### src/rtl/io_sram_responder.sv
// Burst read/write responder in front of a single-port synchronous SRAM.
// One transaction at a time; reads stream through a 2-entry skid FIFO.
module io_sram_responder #(
  parameter int ADDR_W = 12
) (
  input  logic              clk,
  input  logic              rst,
  input  logic [31:0]       req_read_addr,
  input  logic [31:0]       req_read_len,
  input  logic              req_read_addr_valid,
  output logic              req_read_addr_ready,
  output logic [31:0]       resp_read_data,
  output logic              resp_read_data_valid,
  input  logic              resp_read_data_ready,
  input  logic [31:0]       req_write_addr,
  input  logic [31:0]       req_write_len,
  input  logic              req_write_addr_valid,
  output logic              req_write_addr_ready,
  input  logic [31:0]       req_write_data,
  input  logic              req_write_data_valid,
  output logic              req_write_data_ready,
  output logic              resp_write_status,
  output logic              resp_write_status_valid,
  input  logic              resp_write_status_ready,
  output logic [ADDR_W-1:0] sram_addr,
  output logic [31:0]       sram_din,
  output logic [3:0]        sram_we,
  input  logic [31:0]       sram_dout
);

  typedef enum logic [1:0] {
    S_IDLE    = 2'd0,
    S_RD      = 2'd1,
    S_WR      = 2'd2,
    S_WR_RESP = 2'd3
  } state_t;

  state_t            state_q, state_d;
  logic [31:0]       len_q, len_d;
  logic [31:0]       cnt_q, cnt_d;
  logic [31:0]       pop_cnt_q, pop_cnt_d;
  logic [ADDR_W-1:0] idx_q, idx_d;
  logic              in_flight_q, in_flight_d;
  logic              pref_wr_q, pref_wr_d;
  logic [31:0]       fifo0_q, fifo1_q;
  logic              fifo_wp_q, fifo_rp_q;
  logic [1:0]        fifo_cnt_q;

  logic       idle_s;
  logic       rd_hs_s, wr_hs_s, wdata_hs_s;
  logic       pop_s, push_s, issue_s;
  logic [2:0] occ_s;
  logic       unused_addr_bits_s;

  assign unused_addr_bits_s = ^{req_read_addr[31:ADDR_W+2], req_read_addr[1:0],
                                req_write_addr[31:ADDR_W+2], req_write_addr[1:0]};

  // Handshake and flow-control decode shared by all three FSM processes
  always_comb begin
    idle_s     = rst && (state_q == S_IDLE);
    rd_hs_s    = idle_s && req_read_addr_valid && (!req_write_addr_valid || !pref_wr_q);
    wr_hs_s    = idle_s && req_write_addr_valid && (!req_read_addr_valid || pref_wr_q);
    wdata_hs_s = rst && (state_q == S_WR) && req_write_data_valid;
    pop_s      = rst && (fifo_cnt_q != 2'd0) && resp_read_data_ready;
    push_s     = in_flight_q;
    // Occupancy counts data already in the FIFO plus the word coming back from SRAM
    occ_s      = {1'b0, fifo_cnt_q} + {2'b00, in_flight_q} - {2'b00, pop_s};
    issue_s    = rst && (state_q == S_RD) && (cnt_q < len_q) && (occ_s < 3'd2);
  end

  // State register
  always_ff @(posedge clk or negedge rst) begin
    if (!rst) begin
      state_q <= S_IDLE;
    end else begin
      state_q <= state_d;
    end
  end

  // Next-state logic
  always_comb begin
    state_d = state_q;
    case (state_q)
      S_IDLE: begin
        if (rd_hs_s) begin
          state_d = (req_read_len == 32'd0) ? S_IDLE : S_RD;
        end else if (wr_hs_s) begin
          state_d = (req_write_len == 32'd0) ? S_WR_RESP : S_WR;
        end else begin
          state_d = S_IDLE;
        end
      end
      S_RD: begin
        if (pop_s && (pop_cnt_q + 32'd1 == len_q)) begin
          state_d = S_IDLE;
        end else begin
          state_d = S_RD;
        end
      end
      S_WR: begin
        if (wdata_hs_s && (cnt_q + 32'd1 == len_q)) begin
          state_d = S_WR_RESP;
        end else begin
          state_d = S_WR;
        end
      end
      S_WR_RESP: begin
        if (resp_write_status_ready) begin
          state_d = S_IDLE;
        end else begin
          state_d = S_WR_RESP;
        end
      end
      default: state_d = S_IDLE;
    endcase
  end

  // Output decode; everything is gated by rst so reset forces zeros
  always_comb begin
    req_read_addr_ready     = idle_s && (!req_write_addr_valid || !pref_wr_q);
    req_write_addr_ready    = idle_s && (!req_read_addr_valid || pref_wr_q);
    req_write_data_ready    = rst && (state_q == S_WR);
    resp_read_data_valid    = rst && (fifo_cnt_q != 2'd0);
    resp_read_data          = 32'd0;
    if (resp_read_data_valid) begin
      resp_read_data = fifo_rp_q ? fifo1_q : fifo0_q;
    end else begin
      resp_read_data = 32'd0;
    end
    resp_write_status_valid = rst && (state_q == S_WR_RESP);
    resp_write_status       = rst && (state_q == S_WR_RESP);
    sram_addr               = (issue_s || wdata_hs_s) ? idx_q : {ADDR_W{1'b0}};
    sram_din                = wdata_hs_s ? req_write_data : 32'd0;
    sram_we                 = wdata_hs_s ? 4'hF : 4'h0;
  end

  // Burst bookkeeping: latched length, word index, beat counters, arbitration history
  always_comb begin
    len_d       = len_q;
    idx_d       = idx_q;
    cnt_d       = cnt_q;
    pop_cnt_d   = pop_cnt_q;
    pref_wr_d   = pref_wr_q;
    in_flight_d = issue_s;
    if (rd_hs_s) begin
      len_d     = req_read_len;
      idx_d     = req_read_addr[ADDR_W+1:2];
      cnt_d     = 32'd0;
      pop_cnt_d = 32'd0;
      pref_wr_d = 1'b1;
    end else if (wr_hs_s) begin
      len_d     = req_write_len;
      idx_d     = req_write_addr[ADDR_W+1:2];
      cnt_d     = 32'd0;
      pref_wr_d = 1'b0;
    end else if (issue_s || wdata_hs_s) begin
      idx_d = idx_q + {{(ADDR_W-1){1'b0}}, 1'b1};
      cnt_d = cnt_q + 32'd1;
    end else begin
      idx_d = idx_q;
    end
    if (pop_s) begin
      pop_cnt_d = pop_cnt_q + 32'd1;
    end else begin
      pop_cnt_d = pop_cnt_d;
    end
  end

  // Datapath registers and the read-return FIFO
  always_ff @(posedge clk or negedge rst) begin
    if (!rst) begin
      len_q       <= 32'd0;
      idx_q       <= {ADDR_W{1'b0}};
      cnt_q       <= 32'd0;
      pop_cnt_q   <= 32'd0;
      in_flight_q <= 1'b0;
      pref_wr_q   <= 1'b0;
      fifo0_q     <= 32'd0;
      fifo1_q     <= 32'd0;
      fifo_wp_q   <= 1'b0;
      fifo_rp_q   <= 1'b0;
      fifo_cnt_q  <= 2'd0;
    end else begin
      len_q       <= len_d;
      idx_q       <= idx_d;
      cnt_q       <= cnt_d;
      pop_cnt_q   <= pop_cnt_d;
      in_flight_q <= in_flight_d;
      pref_wr_q   <= pref_wr_d;
      if (push_s) begin
        if (fifo_wp_q) begin
          fifo1_q <= sram_dout;
        end else begin
          fifo0_q <= sram_dout;
        end
        fifo_wp_q <= ~fifo_wp_q;
      end
      if (pop_s) begin
        fifo_rp_q <= ~fifo_rp_q;
      end
      fifo_cnt_q <= fifo_cnt_q + {1'b0, push_s} - {1'b0, pop_s};
    end
  end

endmodule
### config.mk
export PLATFORM = sky130hd
export DESIGN_NAME = io_sram_responder
export DESIGN_NICKNAME = d
export VERILOG_FILES = /design/src/rtl/io_sram_responder.sv
export SDC_FILE = /design/constraint.sdc
export NUM_CORES = 1
export LEC_CHECK = 0
export BUFFER_PORTS_ARGS = -buffer_cell sky130_fd_sc_hd__buf_2
export CAP_MARGIN = 20
export CORE_UTILIZATION = 60
export DETAILED_ROUTE_END_ITERATION = 8
export PLACE_DENSITY = 0.88
export REMOVE_ABC_BUFFERS = 1
export SETUP_SLACK_MARGIN = 0.2
export SLEW_MARGIN = 10
export SYNTH_ARGS = -nofsm -noshare
export SYNTH_HDL_FRONTEND = slang
export SYNTH_SLANG_ARGS = --single-unit
export TNS_END_PERCENT = 50
### constraint.sdc
create_clock -name clk -period 12.3 [get_ports clk]
set_input_delay 0.615 -clock clk [delete_from_list [all_inputs] [get_ports clk]]
set_output_delay 0.615 -clock clk [all_outputs]
set_load 0.03 [all_outputs]
# After elaboration in Yosys (flattened, before gate mapping)
# Index checks and enable logic that the tools add are counted.
word_totals:
  output_inout_bits: 86
  reg_bits: 180
classes:
  n_lt_le_gt_ge: 2
  n_reduce_logical: 32
  eq_ne: 5
  mux: 25
  n_addsub: 7
  n_bitwise: 2
op_table:
  columns: ["op", "count"]
  rows:
  - ["$mux 32", 10]
  - ["$add 32x1->32 const B", 2]
  - ["$eq 32x32->1", 2]
  - ["$logic_not 32->1", 2]
  - ["$mux 12", 4]
  - ["$lt 32x32->1", 1]
  - ["$logic_and 1x1->1", 17]
  - ["$add 12x1->12 const B", 1]
  - ["$pmux 2 s4", 1]
  - ["$mux 1", 6]
  - ["$mux 2", 3]
  - ["$reduce_bool 2->1", 3]
  - ["$eq 2x2->1 const B", 2]
  - ["$mux 4", 1]
  - ["$reduce_and 2->1", 2]
  - ["$add 2x1->3", 1]
  - ["$logic_not 1->1", 3]
  - ["$logic_or 1x1->1", 3]
  - ["$lt 3x2->1 const B", 1]
  - ["$reduce_bool 3->1", 1]
  - ["$sub 3x1->3", 1]
  - ["$add 2x1->2", 1]
  - ["$eq 2x1->1 const B", 1]
  - ["$logic_not 2->1", 1]
  - ["other kinds (2)", 3]

# Logic depth before layout (Yosys ltp)
# Gate-level depths: netlist (run 1).
depth:
  ltp_word: 10
  mapped_depth: 16
  ltp_nobuf: 13

# Worst setup path before layout (run 1)
# Ideal clock, no wire load.
synth_timing:
  path_kind: "input -> output"
  from: "input port resp_read_data_ready"
  to: "output port sram_addr[10]"
  t_arrival_ps: 4062
  t_required_ps: 11685
  setup_slack_ps: 7623
  cell_stages: 15
  n_path_buf: 3
  cell_sequence: "o211ai_1 > inv_1 > clkbuf_1 > ha_1 > inv_1 > ha_1 > inv_1 > fa_1 > xor2_1 > nor4_1 > or3b_2 > o21ai_1 > clkbuf_1 > clkbuf_1 > and2_1"
synth_between:
  elab_chain_len: 6
synth_rtl:
  columns: ["element", "line_no", "text"]
  rows:
  - ["start: declaration", "14", "input logic resp_read_data_ready,"]
  - ["$logic_and 1x1->1", "64", "pop_s = rst && (fifo_cnt_q != 2'd0) && resp_read_data_ready;"]
  - ["net pop_s", "51", "logic pop_s, push_s, issue_s;"]
  - ["$sub 3x1->3", "67", "occ_s = {1'b0, fifo_cnt_q} + {2'b00, in_flight_q} - {2'b00, pop_s};"]
  - ["$lt 3x2->1", "68", "issue_s = rst && (state_q == S_RD) && (cnt_q < len_q) && (occ_s < 3'd2);"]
  - ["$logic_and 1x1->1", "68", null]
  - ["$logic_or 1x1->1", "132", "sram_addr = (issue_s || wdata_hs_s) ? idx_q : {ADDR_W{1'b0}};"]
  - ["$mux 12", "132", null]
  - ["end: declaration", "25", "output logic [ADDR_W-1:0] sram_addr,"]
# The timed path passes the listed nets, and every way through them passes these cells.

# Worst setup path after layout (run 1)
layout_timing:
  from: "register fifo_cnt_q[1]"
  to: "output port sram_addr[0]"
layout_between:
  elab_chain_len: 8
  word_cells_on_any_way: 9
  cone_classes: "add/sub: 2; order compare: 1; mux: 1; reduce/logical: 5"
layout_rtl:
  columns: ["element", "line_no", "text"]
  rows:
  - ["start: declaration", "47", "logic [1:0] fifo_cnt_q;"]
  - ["start signal: assignment", "201", "fifo_cnt_q <= fifo_cnt_q + {1'b0, push_s} - {1'b0, pop_s};"]
  - ["branches (longest 3 deep; another with $add 2x1->3)", null, null]
  - ["$sub 3x1->3 *", "67", null]
  - ["$lt 3x2->1 *", "68", null]
  - ["$logic_and 1x1->1 *", "68", null]
  - ["$logic_or 1x1->1 *", "132", null]
  - ["$mux 12 *", "132", null]
# Every way passes the cells marked *.

==> run_summary.xml, run 1 <==
<?xml version="1.0" encoding="UTF-8"?>
<metrics>
  <group name="clock_network">
    <metric name="cts_max_path_bufs" unit="">2</metric>
    <metric name="post_cts.resized_instances" unit="">0</metric>
    <metric name="tritoncts_clock_tree" unit="">built</metric>
    <metric name="cts.htree.levels" unit="">4</metric>
    <metric name="cts.sinks" unit="">180</metric>
    <metric name="cts_buffer_count" unit="">17</metric>
    <metric name="worst_setup_hold_path_clk_slew" unit="ns">0.07</metric>
    <metric name="postCtsHoldBufs" unit="">0</metric>
    <metric name="postCtsSetupBuffers" unit="">0</metric>
    <metric name="worst_skew_pair.late_latency" unit="ns">0.43</metric>
    <metric name="clockRootBuffer" unit="">sky130_fd_sc_hd__clkbuf_16</metric>
  </group>
  <group name="worst_setup_path">
    <metric name="worst-endpoint-arrival" unit="ns">5.15</metric>
    <metric name="crit_top_cell" unit="">sky130_fd_sc_hd__inv_1</metric>
    <metric name="path_cells" unit="">o211ai_1, buf_4, inv_1, ha_1, inv_1, ha_1, inv_1, fa_1, xor2_1, nor4_1, or3b_2, o21ai_2, and2_1, buf_2</metric>
    <metric name="critPathSlowestCell" unit="">sky130_fd_sc_hd__o21ai_2</metric>
    <metric name="end_kind" unit="">output pin</metric>
    <metric name="cp_slowest_stage_delay" unit="ns">0.63</metric>
    <metric name="path_class" unit="">flop to output pin</metric>
    <metric name="critPathMaxFanout" unit="">54</metric>
    <metric name="critical_path.startpoint_type" unit="">flop</metric>
    <metric name="worst-endpoint-required" unit="ns">11.69</metric>
  </group>
  <group name="placement">
    <metric name="gpl.final_weighted_congestion" unit="">0.9552</metric>
    <metric name="post-dp-hpwl" unit="µm">24170</metric>
    <metric name="placement.io_buffers" unit="">244</metric>
  </group>
  <group name="power_and_ir_drop">
    <metric name="p_seq_frac" unit="">0.375</metric>
    <metric name="powerDensity" unit="nW/µm²">200.3</metric>
    <metric name="p_sw" unit="mW">1.178</metric>
    <metric name="leakage" unit="nW">6.766</metric>
    <metric name="irDropWorstVdd" unit="mV">0.1156</metric>
    <metric name="switching_share" unit="">0.4182</metric>
    <metric name="p_comb_frac" unit="">0.429</metric>
    <metric name="power.clock.fraction" unit="">0.196</metric>
    <metric name="power.internal" unit="mW">1.639</metric>
    <metric name="fin_total_pwr" unit="mW">2.817</metric>
  </group>
  <group name="yosys">
    <metric name="synth_cell_types" unit="">66</metric>
    <metric name="synth_adder_area_share" unit="">0.03966</metric>
    <metric name="synthCells" unit="">1408</metric>
    <metric name="combinational_family_with_the_most_area_after_synthesis" unit="">simple AND/OR/NAND/NOR gates</metric>
    <metric name="mux_cell_area_share_after_synthesis" unit="">0.09145</metric>
    <metric name="ys_seq_elements" unit="">180</metric>
    <metric name="postSynthAreaPerCell" unit="µm²">8.648</metric>
    <metric name="async_reset_ff_frac" unit="">1.000</metric>
    <metric name="synth.yosys.warnings" unit="">0</metric>
    <metric name="yosys.area_share.simple" unit="">0.2333</metric>
    <metric name="synth-xor-area-share" unit="">0.07768</metric>
    <metric name="synth_ff_type" unit="">sky130_fd_sc_hd__dfrtp_1</metric>
    <metric name="seq_area_frac_synth" unit="">0.3699</metric>
    <metric name="mappedNetlistArea" unit="µm²">12180</metric>
    <metric name="synth-compound-area-share" unit="">0.1382</metric>
    <metric name="synth_edf_count" unit="">0</metric>
  </group>
  <group name="floorplanning">
    <metric name="row_count" unit="">51</metric>
    <metric name="core_area" unit="µm²">19650</metric>
    <metric name="io_pins" unit="">285</metric>
    <metric name="floorplan.die_area" unit="µm²">20870</metric>
    <metric name="die_h" unit="µm">144.5</metric>
    <metric name="fp.dieW" unit="µm">144.5</metric>
    <metric name="starting_density" unit="">0.6196</metric>
  </group>
  <group name="routing">
    <metric name="detailroute.wirelength.met3" unit="µm">2333</metric>
    <metric name="length_of_routed_met2_wiring" unit="µm">15540</metric>
    <metric name="detail_route.wirelength.met1" unit="µm">13830</metric>
    <metric name="drt-total-wl" unit="µm">33120</metric>
    <metric name="top_signal_layer_used" unit="">met4</metric>
    <metric name="detailedRoute.firstPassIterationCount" unit="">6</metric>
    <metric name="first_iter_violations" unit="">871</metric>
    <metric name="post_drt_via_cell_ratio" unit="">6.128</metric>
    <metric name="route.antenna.remaining_nets" unit="">0</metric>
    <metric name="wl_per_cell" unit="µm">17.78</metric>
    <metric name="vias_after_detailed_routing" unit="">11420</metric>
    <metric name="post-route-drc-count" unit="">0</metric>
  </group>
  <group name="global_route">
    <metric name="grt_first_pass_wirelength" unit="µm">52660</metric>
    <metric name="grt_pass1_vias" unit="">10600</metric>
    <metric name="grt_overflow_total" unit="">0</metric>
    <metric name="grt_antenna_before_repair" unit="">0</metric>
    <metric name="grt_start_max_net_pins" unit="">79</metric>
    <metric name="globalRouteTotalUtil" unit="">0.3222</metric>
  </group>
  <group name="sta">
    <metric name="fmax" unit="MHz">173.6</metric>
    <metric name="skew" unit="ns">0.01044</metric>
    <metric name="final.period_utilization" unit="">0.4685</metric>
    <metric name="max_slew.worst_pin.slew" unit="ns">1.001</metric>
    <metric name="setup_total_negative_slack" unit="ns">0</metric>
    <metric name="finalMaxSlewViolations" unit="">0</metric>
    <metric name="final_hold_violation_count" unit="">0</metric>
    <metric name="period_needed" unit="ns">5.762</metric>
    <metric name="setup_viol_count_final" unit="">0</metric>
    <metric name="slew_headroom" unit="">0.3327</metric>
    <metric name="rsz0062_at_grt" unit="">false</metric>
  </group>
  <group name="cells_and_area">
    <metric name="drive_above_1_share" unit="">0.2354</metric>
    <metric name="layout.core_utilization" unit="">0.7155</metric>
    <metric name="finish.net_count" unit="">1821</metric>
    <metric name="area_delta_synth_final" unit="%">15.48</metric>
  </group>
  <group name="outcome">
    <metric name="outcome" unit="">completed</metric>
  </group>
  <group name="worst_hold_path">
    <metric name="hp_class" unit="">input port to asynchronous set/reset pin</metric>
  </group>
  <group name="job">
    <metric name="maxCapViolCount" unit="">0</metric>
  </group>
</metrics>
-- flip-flops by register name (all words and copies together) (netlist names) --
register and cells:
pref_wr_q 1, fifo_rp_q 1, state_q 2, fifo_cnt_q 2, fifo_wp_q 1, idx_q 12
in_flight_q 1, cnt_q 32, fifo0_q 32, pop_cnt_q 32, len_q 32, fifo1_q 32
-- power groups by stage --
stage / logic [mW] / registers, mW / clock network (mW)
3_5_place_dp: 1.19 / 1.06 / 0
4_1_cts: 1.20 / 1.05 / 0.557
2_1_floorplan: 0.908 / 0.964 / 0
6_report: 1.21 / 1.06 / 0.553
5_1_grt: 1.34 / 1.09 / 0.580
3_3_place_gp: 1.15 / 1.04 / 0
-- per-stage QoR --
step | hold slack, ns | cell area [µm²] | setup WS, ns | std cells
finish | 0.1113 | 14060 | 6.538 | 1863
global route | 0.1590 | 14060 | 6.269 | 1862
CTS | 0.1335 | 14040 | 6.605 | 1861
detailed placement | 0.4884 | 13450 | 6.520 | 1829
global placement | 0.4856 | 13450 | 6.624 | 1829
floorplan | 0.3194 | 11770 | 4.783 | 1307
-- synthesized netlist by cell type (4+ instances only) --
cell / n / area, µm²
sky130_fd_sc_hd__o211ai_1: 7 / 52.55
sky130_fd_sc_hd__and3_1: 36 / 225.2
sky130_fd_sc_hd__a21oi_1: 35 / 175.2
sky130_fd_sc_hd__a21o_1: 13 / 97.59
sky130_fd_sc_hd__nand4_1: 41 / 256.5
sky130_fd_sc_hd__o22ai_1: 4 / 25.02
sky130_fd_sc_hd__nand2b_1: 6 / 37.54
sky130_fd_sc_hd__buf_2: 10 / 50.05
sky130_fd_sc_hd__nor4_1: 26 / 162.7
sky130_fd_sc_hd__o41ai_1: 6 / 52.55
sky130_fd_sc_hd__clkbuf_1: 75 / 281.5
sky130_fd_sc_hd__buf_1: 10 / 37.54
sky130_fd_sc_hd__a31oi_1: 36 / 225.2
sky130_fd_sc_hd__and2_1: 49 / 306.5
sky130_fd_sc_hd__or4_1: 5 / 37.54
sky130_fd_sc_hd__nand3_1: 56 / 280.3
sky130_fd_sc_hd__nor2_1: 131 / 491.7
sky130_fd_sc_hd__dfrtp_1: 180 / 4504
sky130_fd_sc_hd__xnor2_1: 69 / 604.3
sky130_fd_sc_hd__buf_4: 5 / 37.54
sky130_fd_sc_hd__o31ai_1: 25 / 187.7
sky130_fd_sc_hd__xor2_1: 39 / 341.6
sky130_fd_sc_hd__a211oi_1: 4 / 30.03
sky130_fd_sc_hd__o21ai_0: 70 / 350.3
sky130_fd_sc_hd__nand2_1: 143 / 536.8
sky130_fd_sc_hd__or3_1: 16 / 100.1
sky130_fd_sc_hd__mux2i_1: 37 / 370.4
sky130_fd_sc_hd__a211o_1: 20 / 175.2
sky130_fd_sc_hd__a2111oi_0: 5 / 43.79
sky130_fd_sc_hd__nor2b_1: 4 / 25.02
sky130_fd_sc_hd__inv_1: 51 / 191.4
sky130_fd_sc_hd__ha_1: 37 / 462.9
sky130_fd_sc_hd__and4_1: 6 / 52.55
sky130_fd_sc_hd__mux2_2: 66 / 743.2
sky130_fd_sc_hd__nor3_1: 36 / 180.2
-- worst paths after layout --
check	startpoint	to	slack, ns	cells past startpoint
setup / recovery	fifo_cnt_q[1]$_DFF_PN0_	sram_addr[0]	6.54	14
hold / removal	rst	fifo1_q[12]$_DFFE_PN0P_	0.11	1
setup reg to reg	fifo_cnt_q[1]$_DFF_PN0_	cnt_q[24]$_DFFE_PN0P_	6.80	15
hold reg to reg	fifo1_q[29]$_DFFE_PN0P_	fifo1_q[29]$_DFFE_PN0P_	0.51	1
max in group asynchronous	rst	fifo_rp_q$_DFFE_PN0P_	10.00	3
min in group clk	req_read_addr[6]	idx_q[4]$_DFFE_PN0P_	0.39	3
-- worst max-delay path, delay by kind of cell (launching register included) --
kind / cells / cell delay [ns]
flops: 1 / 0.45
xor+xnor: 1 / 0.15
compound gates: 2 / 0.83
buf+inv: 5 / 1.26
simple gates: 3 / 1.10
fa+ha+maj: 3 / 0.91
-- cell type report --
class | count | area, µm²
Antenna cell | 1 | 2.502
Multi-Input combinational cell | 1075 | 7091
Clock buffer | 19 | 442.9
Timing Repair Buffer | 258 | 1340
Sequential cell | 180 | 4506
Fill cell | 1503 | 5592
Clock inverter | 13 | 153.9
Inverter | 52 | 195.2
Tap cell | 265 | 331.6
-- layout by cell type, fill, tap and decap left out, types with 37 or more instances in the layout --
| master | synthesis | final |
|---|---|---|
| sky130_fd_sc_hd__buf_2 | 10 | 243 |
| sky130_fd_sc_hd__dfrtp_1 | 180 | 179 |
| sky130_fd_sc_hd__nand2_1 | 143 | 141 |
| sky130_fd_sc_hd__nor2_1 | 131 | 129 |
| sky130_fd_sc_hd__o21ai_0 | 70 | 70 |
| sky130_fd_sc_hd__xnor2_1 | 69 | 69 |
| sky130_fd_sc_hd__mux2_2 | 66 | 66 |
| sky130_fd_sc_hd__nand3_1 | 56 | 56 |
| sky130_fd_sc_hd__inv_1 | 51 | 51 |
| sky130_fd_sc_hd__and2_1 | 49 | 48 |
| sky130_fd_sc_hd__nand4_1 | 41 | 41 |
| sky130_fd_sc_hd__xor2_1 | 39 | 39 |
| sky130_fd_sc_hd__mux2i_1 | 37 | 37 |
| sky130_fd_sc_hd__ha_1 | 37 | 37 |
-- routing by layer --
metal  track usage  up-vias
li1              -     5370
met1        0.4184     5458
met2        0.5228      492
met3       0.05099       96
met4        0.1596        0
met5             0        -
-- logic make-up after synthesis --
group | after synthesis
xor gates and xnor gates | 108
and+or+nand+nor | 570
adders and majority gates | 38
muxes | 103
AOI/OAI and AO/OA | 256
buffers and inverters | 153
DFF | 180
Power figures use the tool's default switching activity.
==> run 2: changes to the inputs <==
--- a/config.mk
+++ b/config.mk
@@ -5,11 +5,12 @@
 export SDC_FILE = /design/constraint.sdc
 export NUM_CORES = 1
 export LEC_CHECK = 0
+export ABC_AREA = 1
 export BUFFER_PORTS_ARGS = -buffer_cell sky130_fd_sc_hd__buf_2
 export CAP_MARGIN = 20
-export CORE_UTILIZATION = 60
+export CORE_UTILIZATION = 56
 export DETAILED_ROUTE_END_ITERATION = 8
-export PLACE_DENSITY = 0.88
+export PLACE_DENSITY = 0.82
 export REMOVE_ABC_BUFFERS = 1
 export SETUP_SLACK_MARGIN = 0.2
 export SLEW_MARGIN = 10
==> constraint.sdc (replaced) <==
create_clock -name clk -period 5.73 [get_ports clk]
set_input_delay 0.2865 -clock clk [delete_from_list [all_inputs] [get_ports clk]]
set_output_delay 0.2865 -clock clk [all_outputs]
set_load 0.03 [all_outputs]
==> run 2 against run 1 <==
  * The flow now finishes with violations (design-rule violations)
  * Setup slack got worse by 5.5 ns
  * Combinational power increased by 140%
  * Clock-buffer cell count shrank 2
  * Die area grew 11%
  * Critical path depth increased by 6
  * Clock power increased by 130%
  * Critical path type is now input port to output pin
==> run_summary.xml, run 2 <==
<?xml version="1.0" encoding="UTF-8"?>
<metrics>
  <group name="routing">
    <metric name="wl_per_cell" unit="µm">15.60</metric>
    <metric name="post_drt_via_cell_ratio" unit="">5.498</metric>
    <metric name="drt-total-wl" unit="µm">38350</metric>
    <metric name="post-route-drc-count" unit="">24</metric>
    <metric name="route.antenna.remaining_nets" unit="">0</metric>
    <metric name="first_iter_violations" unit="">1274</metric>
    <metric name="detailedRoute.firstPassIterationCount" unit="">7</metric>
    <metric name="vias_after_detailed_routing" unit="">13520</metric>
  </group>
  <group name="worst_setup_path">
    <metric name="critPathSlowestCell" unit="">sky130_fd_sc_hd__dlygate4sd3_1</metric>
    <metric name="worst-endpoint-arrival" unit="ns">4.39</metric>
    <metric name="critical_path.startpoint_type" unit="">input port</metric>
    <metric name="crit_top_cell" unit="">sky130_fd_sc_hd__inv_1</metric>
    <metric name="cp_slowest_stage_delay" unit="ns">0.55</metric>
    <metric name="worst-endpoint-required" unit="ns">5.44</metric>
    <metric name="path_class" unit="">input port to output pin</metric>
    <metric name="path_delay_family" unit="">buffers and inverters</metric>
    <metric name="worstSetupPathDepth" unit="">20</metric>
    <metric name="path_cells" unit="">dlygate4sd3_1, buf_6, inv_1, nor2_2, nand2_1, buf_4, inv_1, ha_1, inv_1, ha_1, inv_1, fa_1, inv_1, nor2_1, nand4_1, nand2_1, buf_4, inv_1, nor2_1, buf_2</metric>
    <metric name="timing.critical_path.buf_inv" unit="">11</metric>
    <metric name="rr_worst_depth" unit="">17</metric>
    <metric name="end_kind" unit="">output pin</metric>
    <metric name="critPathMaxFanout" unit="">33</metric>
  </group>
  <group name="yosys">
    <metric name="yosys.area_share.simple" unit="">0.3845</metric>
    <metric name="synthCells" unit="">1960</metric>
    <metric name="synth.yosys.warnings" unit="">0</metric>
    <metric name="seq_area_frac_synth" unit="">0.3574</metric>
    <metric name="synth_edf_count" unit="">0</metric>
    <metric name="yosys-top-cells-area" unit="">sky130_fd_sc_hd__dfrtp_1 (36%), sky130_fd_sc_hd__nand2_1 (20%), sky130_fd_sc_hd__inv_1 (8.0%)</metric>
    <metric name="synth_cell_types" unit="">39</metric>
    <metric name="synthTopCellsByCount" unit="">sky130_fd_sc_hd__nand2_1 (670), sky130_fd_sc_hd__inv_1 (269), sky130_fd_sc_hd__nor2_1 (198), sky130_fd_sc_hd__dfrtp_1 (180), sky130_fd_sc_hd__nand3_1 (151)</metric>
    <metric name="synth-xor-area-share" unit="">0.01360</metric>
    <metric name="synth_adder_area_share" unit="">0.03832</metric>
    <metric name="synth.top_cell.area_share" unit="">0.3574</metric>
    <metric name="post-synth-top-count-cell" unit="">sky130_fd_sc_hd__nand2_1</metric>
    <metric name="synth-compound-area-share" unit="">0.09976</metric>
    <metric name="mappedNetlistArea" unit="µm²">12600</metric>
    <metric name="synth_ff_type" unit="">sky130_fd_sc_hd__dfrtp_1</metric>
    <metric name="combinational_family_with_the_most_area_after_synthesis" unit="">simple AND/OR/NAND/NOR gates</metric>
    <metric name="postSynthAreaPerCell" unit="µm²">6.431</metric>
    <metric name="async_reset_ff_frac" unit="">1.000</metric>
    <metric name="mux_cell_area_share_after_synthesis" unit="">0</metric>
    <metric name="ys_seq_elements" unit="">180</metric>
    <metric name="biggest_area_consumer_among_synthesized_cells" unit="">sky130_fd_sc_hd__dfrtp_1</metric>
  </group>
  <group name="floorplanning">
    <metric name="io_pins" unit="">285</metric>
    <metric name="die_h" unit="µm">152.0</metric>
    <metric name="fp.dieW" unit="µm">152.0</metric>
    <metric name="floorplan.die_area" unit="µm²">23110</metric>
    <metric name="row_count" unit="">54</metric>
    <metric name="starting_density" unit="">0.5740</metric>
    <metric name="core_area" unit="µm²">21960</metric>
  </group>
  <group name="sta">
    <metric name="skew" unit="ns">0.01801</metric>
    <metric name="slew_headroom" unit="">0.3021</metric>
    <metric name="finalMaxSlewViolations" unit="">0</metric>
    <metric name="period_needed" unit="ns">4.678</metric>
    <metric name="rsz0062_at_grt" unit="">false</metric>
    <metric name="final.period_utilization" unit="">0.8165</metric>
    <metric name="final_hold_violation_count" unit="">0</metric>
    <metric name="max_slew.worst_pin.slew" unit="ns">1.047</metric>
    <metric name="fmax" unit="MHz">213.7</metric>
    <metric name="setup_viol_count_final" unit="">0</metric>
    <metric name="setup_total_negative_slack" unit="ns">0</metric>
  </group>
  <group name="clock_network">
    <metric name="tritoncts_clock_tree" unit="">built</metric>
    <metric name="cts.sinks" unit="">180</metric>
    <metric name="worst_setup_hold_path_clk_slew" unit="ns">0.08</metric>
    <metric name="clockRootBuffer" unit="">sky130_fd_sc_hd__clkbuf_16</metric>
    <metric name="cts_buffer_count" unit="">17</metric>
    <metric name="worst_skew_pair.late_latency" unit="ns">0.45</metric>
    <metric name="cts_max_path_bufs" unit="">2</metric>
    <metric name="post_cts.resized_instances" unit="">0</metric>
    <metric name="cts.htree.levels" unit="">4</metric>
  </group>
  <group name="global_route">
    <metric name="globalRouteTotalUtil" unit="">0.3362</metric>
    <metric name="grt_first_pass_wirelength" unit="µm">62250</metric>
    <metric name="grt_pass1_vias" unit="">12530</metric>
    <metric name="grt_overflow_total" unit="">0</metric>
    <metric name="grt_start_max_net_pins" unit="">68</metric>
    <metric name="grt_antenna_before_repair" unit="">1</metric>
  </group>
  <group name="placement">
    <metric name="placement.io_buffers" unit="">244</metric>
    <metric name="gpl.final_weighted_congestion" unit="">0.9885</metric>
    <metric name="placed_cells_incl_taps" unit="">2423</metric>
    <metric name="post-dp-hpwl" unit="µm">28740</metric>
  </group>
  <group name="cells_and_area">
    <metric name="final_common_cell" unit="">sky130_fd_sc_hd__nand2_1</metric>
    <metric name="finish.net_count" unit="">2402</metric>
    <metric name="area_delta_synth_final" unit="%">16.44</metric>
    <metric name="drive_above_1_share" unit="">0.1511</metric>
    <metric name="mostFrequentLayoutCells" unit="">sky130_fd_sc_hd__nand2_1 (669), sky130_fd_sc_hd__inv_1 (269), sky130_fd_sc_hd__buf_2 (243)</metric>
    <metric name="stdcell_count" unit="">2459</metric>
  </group>
  <group name="power_and_ir_drop">
    <metric name="irDropWorstVdd" unit="mV">0.2081</metric>
    <metric name="leakage" unit="nW">8.133</metric>
    <metric name="fin_total_pwr" unit="mW">6.363</metric>
    <metric name="powerDensity" unit="nW/µm²">433.5</metric>
  </group>
  <group name="outcome">
    <metric name="violated_checks" unit="">design-rule violations</metric>
    <metric name="outcome" unit="">complete, but fails checks</metric>
  </group>
  <group name="worst_hold_path">
    <metric name="hp_class" unit="">input port to flop</metric>
    <metric name="worstHoldPathCells" unit="">3</metric>
  </group>
  <group name="job">
    <metric name="maxCapViolCount" unit="">0</metric>
  </group>
</metrics>
==> run 2: metal layers <==
layer / vias to the layer above / global-route usage / routed length (µm)
met5: - / 0 / 0
met3: 77 / 0.03651 / 2567
li1: 6680 / - / -
met4: 0 / 0.1190 / 1132
met2: 567 / 0.5650 / 17830
met1: 6196 / 0.4520 / 16820
==> run 2: worst paths after layout <==
| path | start | to | slack [ns] |
|---|---|---|---|
| max in group asynchronous | rst | pop_cnt_q[17]$_DFFE_PN0P_ | 3.84 |
| worst max register to register | fifo_cnt_q[1]$_DFF_PN0_ | idx_q[6]$_DFFE_PN0P_ | 1.77 |
| worst min-delay path | sram_dout[22] | fifo1_q[22]$_DFFE_PN0P_ | 0.1 |
| min in group asynchronous | rst | fifo0_q[24]$_DFFE_PN0P_ | 0.19 |
| worst max-delay path | rst | sram_addr[4] | 1.05 |
| worst min register to register | fifo0_q[18]$_DFFE_PN0P_ | fifo0_q[18]$_DFFE_PN0P_ | 0.49 |
==> run 2: cell families after synthesis <==
family          count (synthesis)
xor+xnor                       14
compound gates                233
flops                         180
fa+ha+maj                      38
simple gates                 1146
buf+inv                       349
==> run 2: what timing repair did <==
action	in CTS	in global routing
setup endpoints to repair	0	0
hold buffers	1	0
endpoints found under the hold margin	1	0
setup buffers	0	0
==> run 2: report_power, final <==
group | internal [mW] | total [mW] | switching (mW)
logic | 0.961 | 2.89 | 1.93
registers | 1.77 | 2.22 | 0.452
clock network | 0.637 | 1.25 | 0.609
==> run 2: final cells by class <==
type                    count  area (µm²)
fillers                  2079        7282
multi-input cells        1431        6763
flip-flops and latches    180        4504
repair buffers            261        1398
inverters                 274        1028
clock buffers              17       425.4
well taps                 280       350.3
clock inverters            15       205.2
diodes                      1       2.502
==> run 2: per-stage QoR <==
step	hold WS (ns)	setup slack [ns]	cell area (µm²)	util
3_3_place_gp	0.08830	1.765	13980	0.6366
3_5_place_dp	0.08786	1.709	13980	0.6366
5_1_grt	0.1126	0.8634	14680	0.6684
2_1_floorplan	-0.009091	-1.597	12290	-
4_1_cts	0.09606	1.123	14620	0.6658
6_report	0.09569	1.052	14680	0.6684
==> run 2: worst min-delay path, cell delays in order <==
cell and delay [ns]:
sky130_fd_sc_hd__buf_2 0.09, sky130_fd_sc_hd__inv_1 0.05, sky130_fd_sc_hd__o21ai_0 0.07
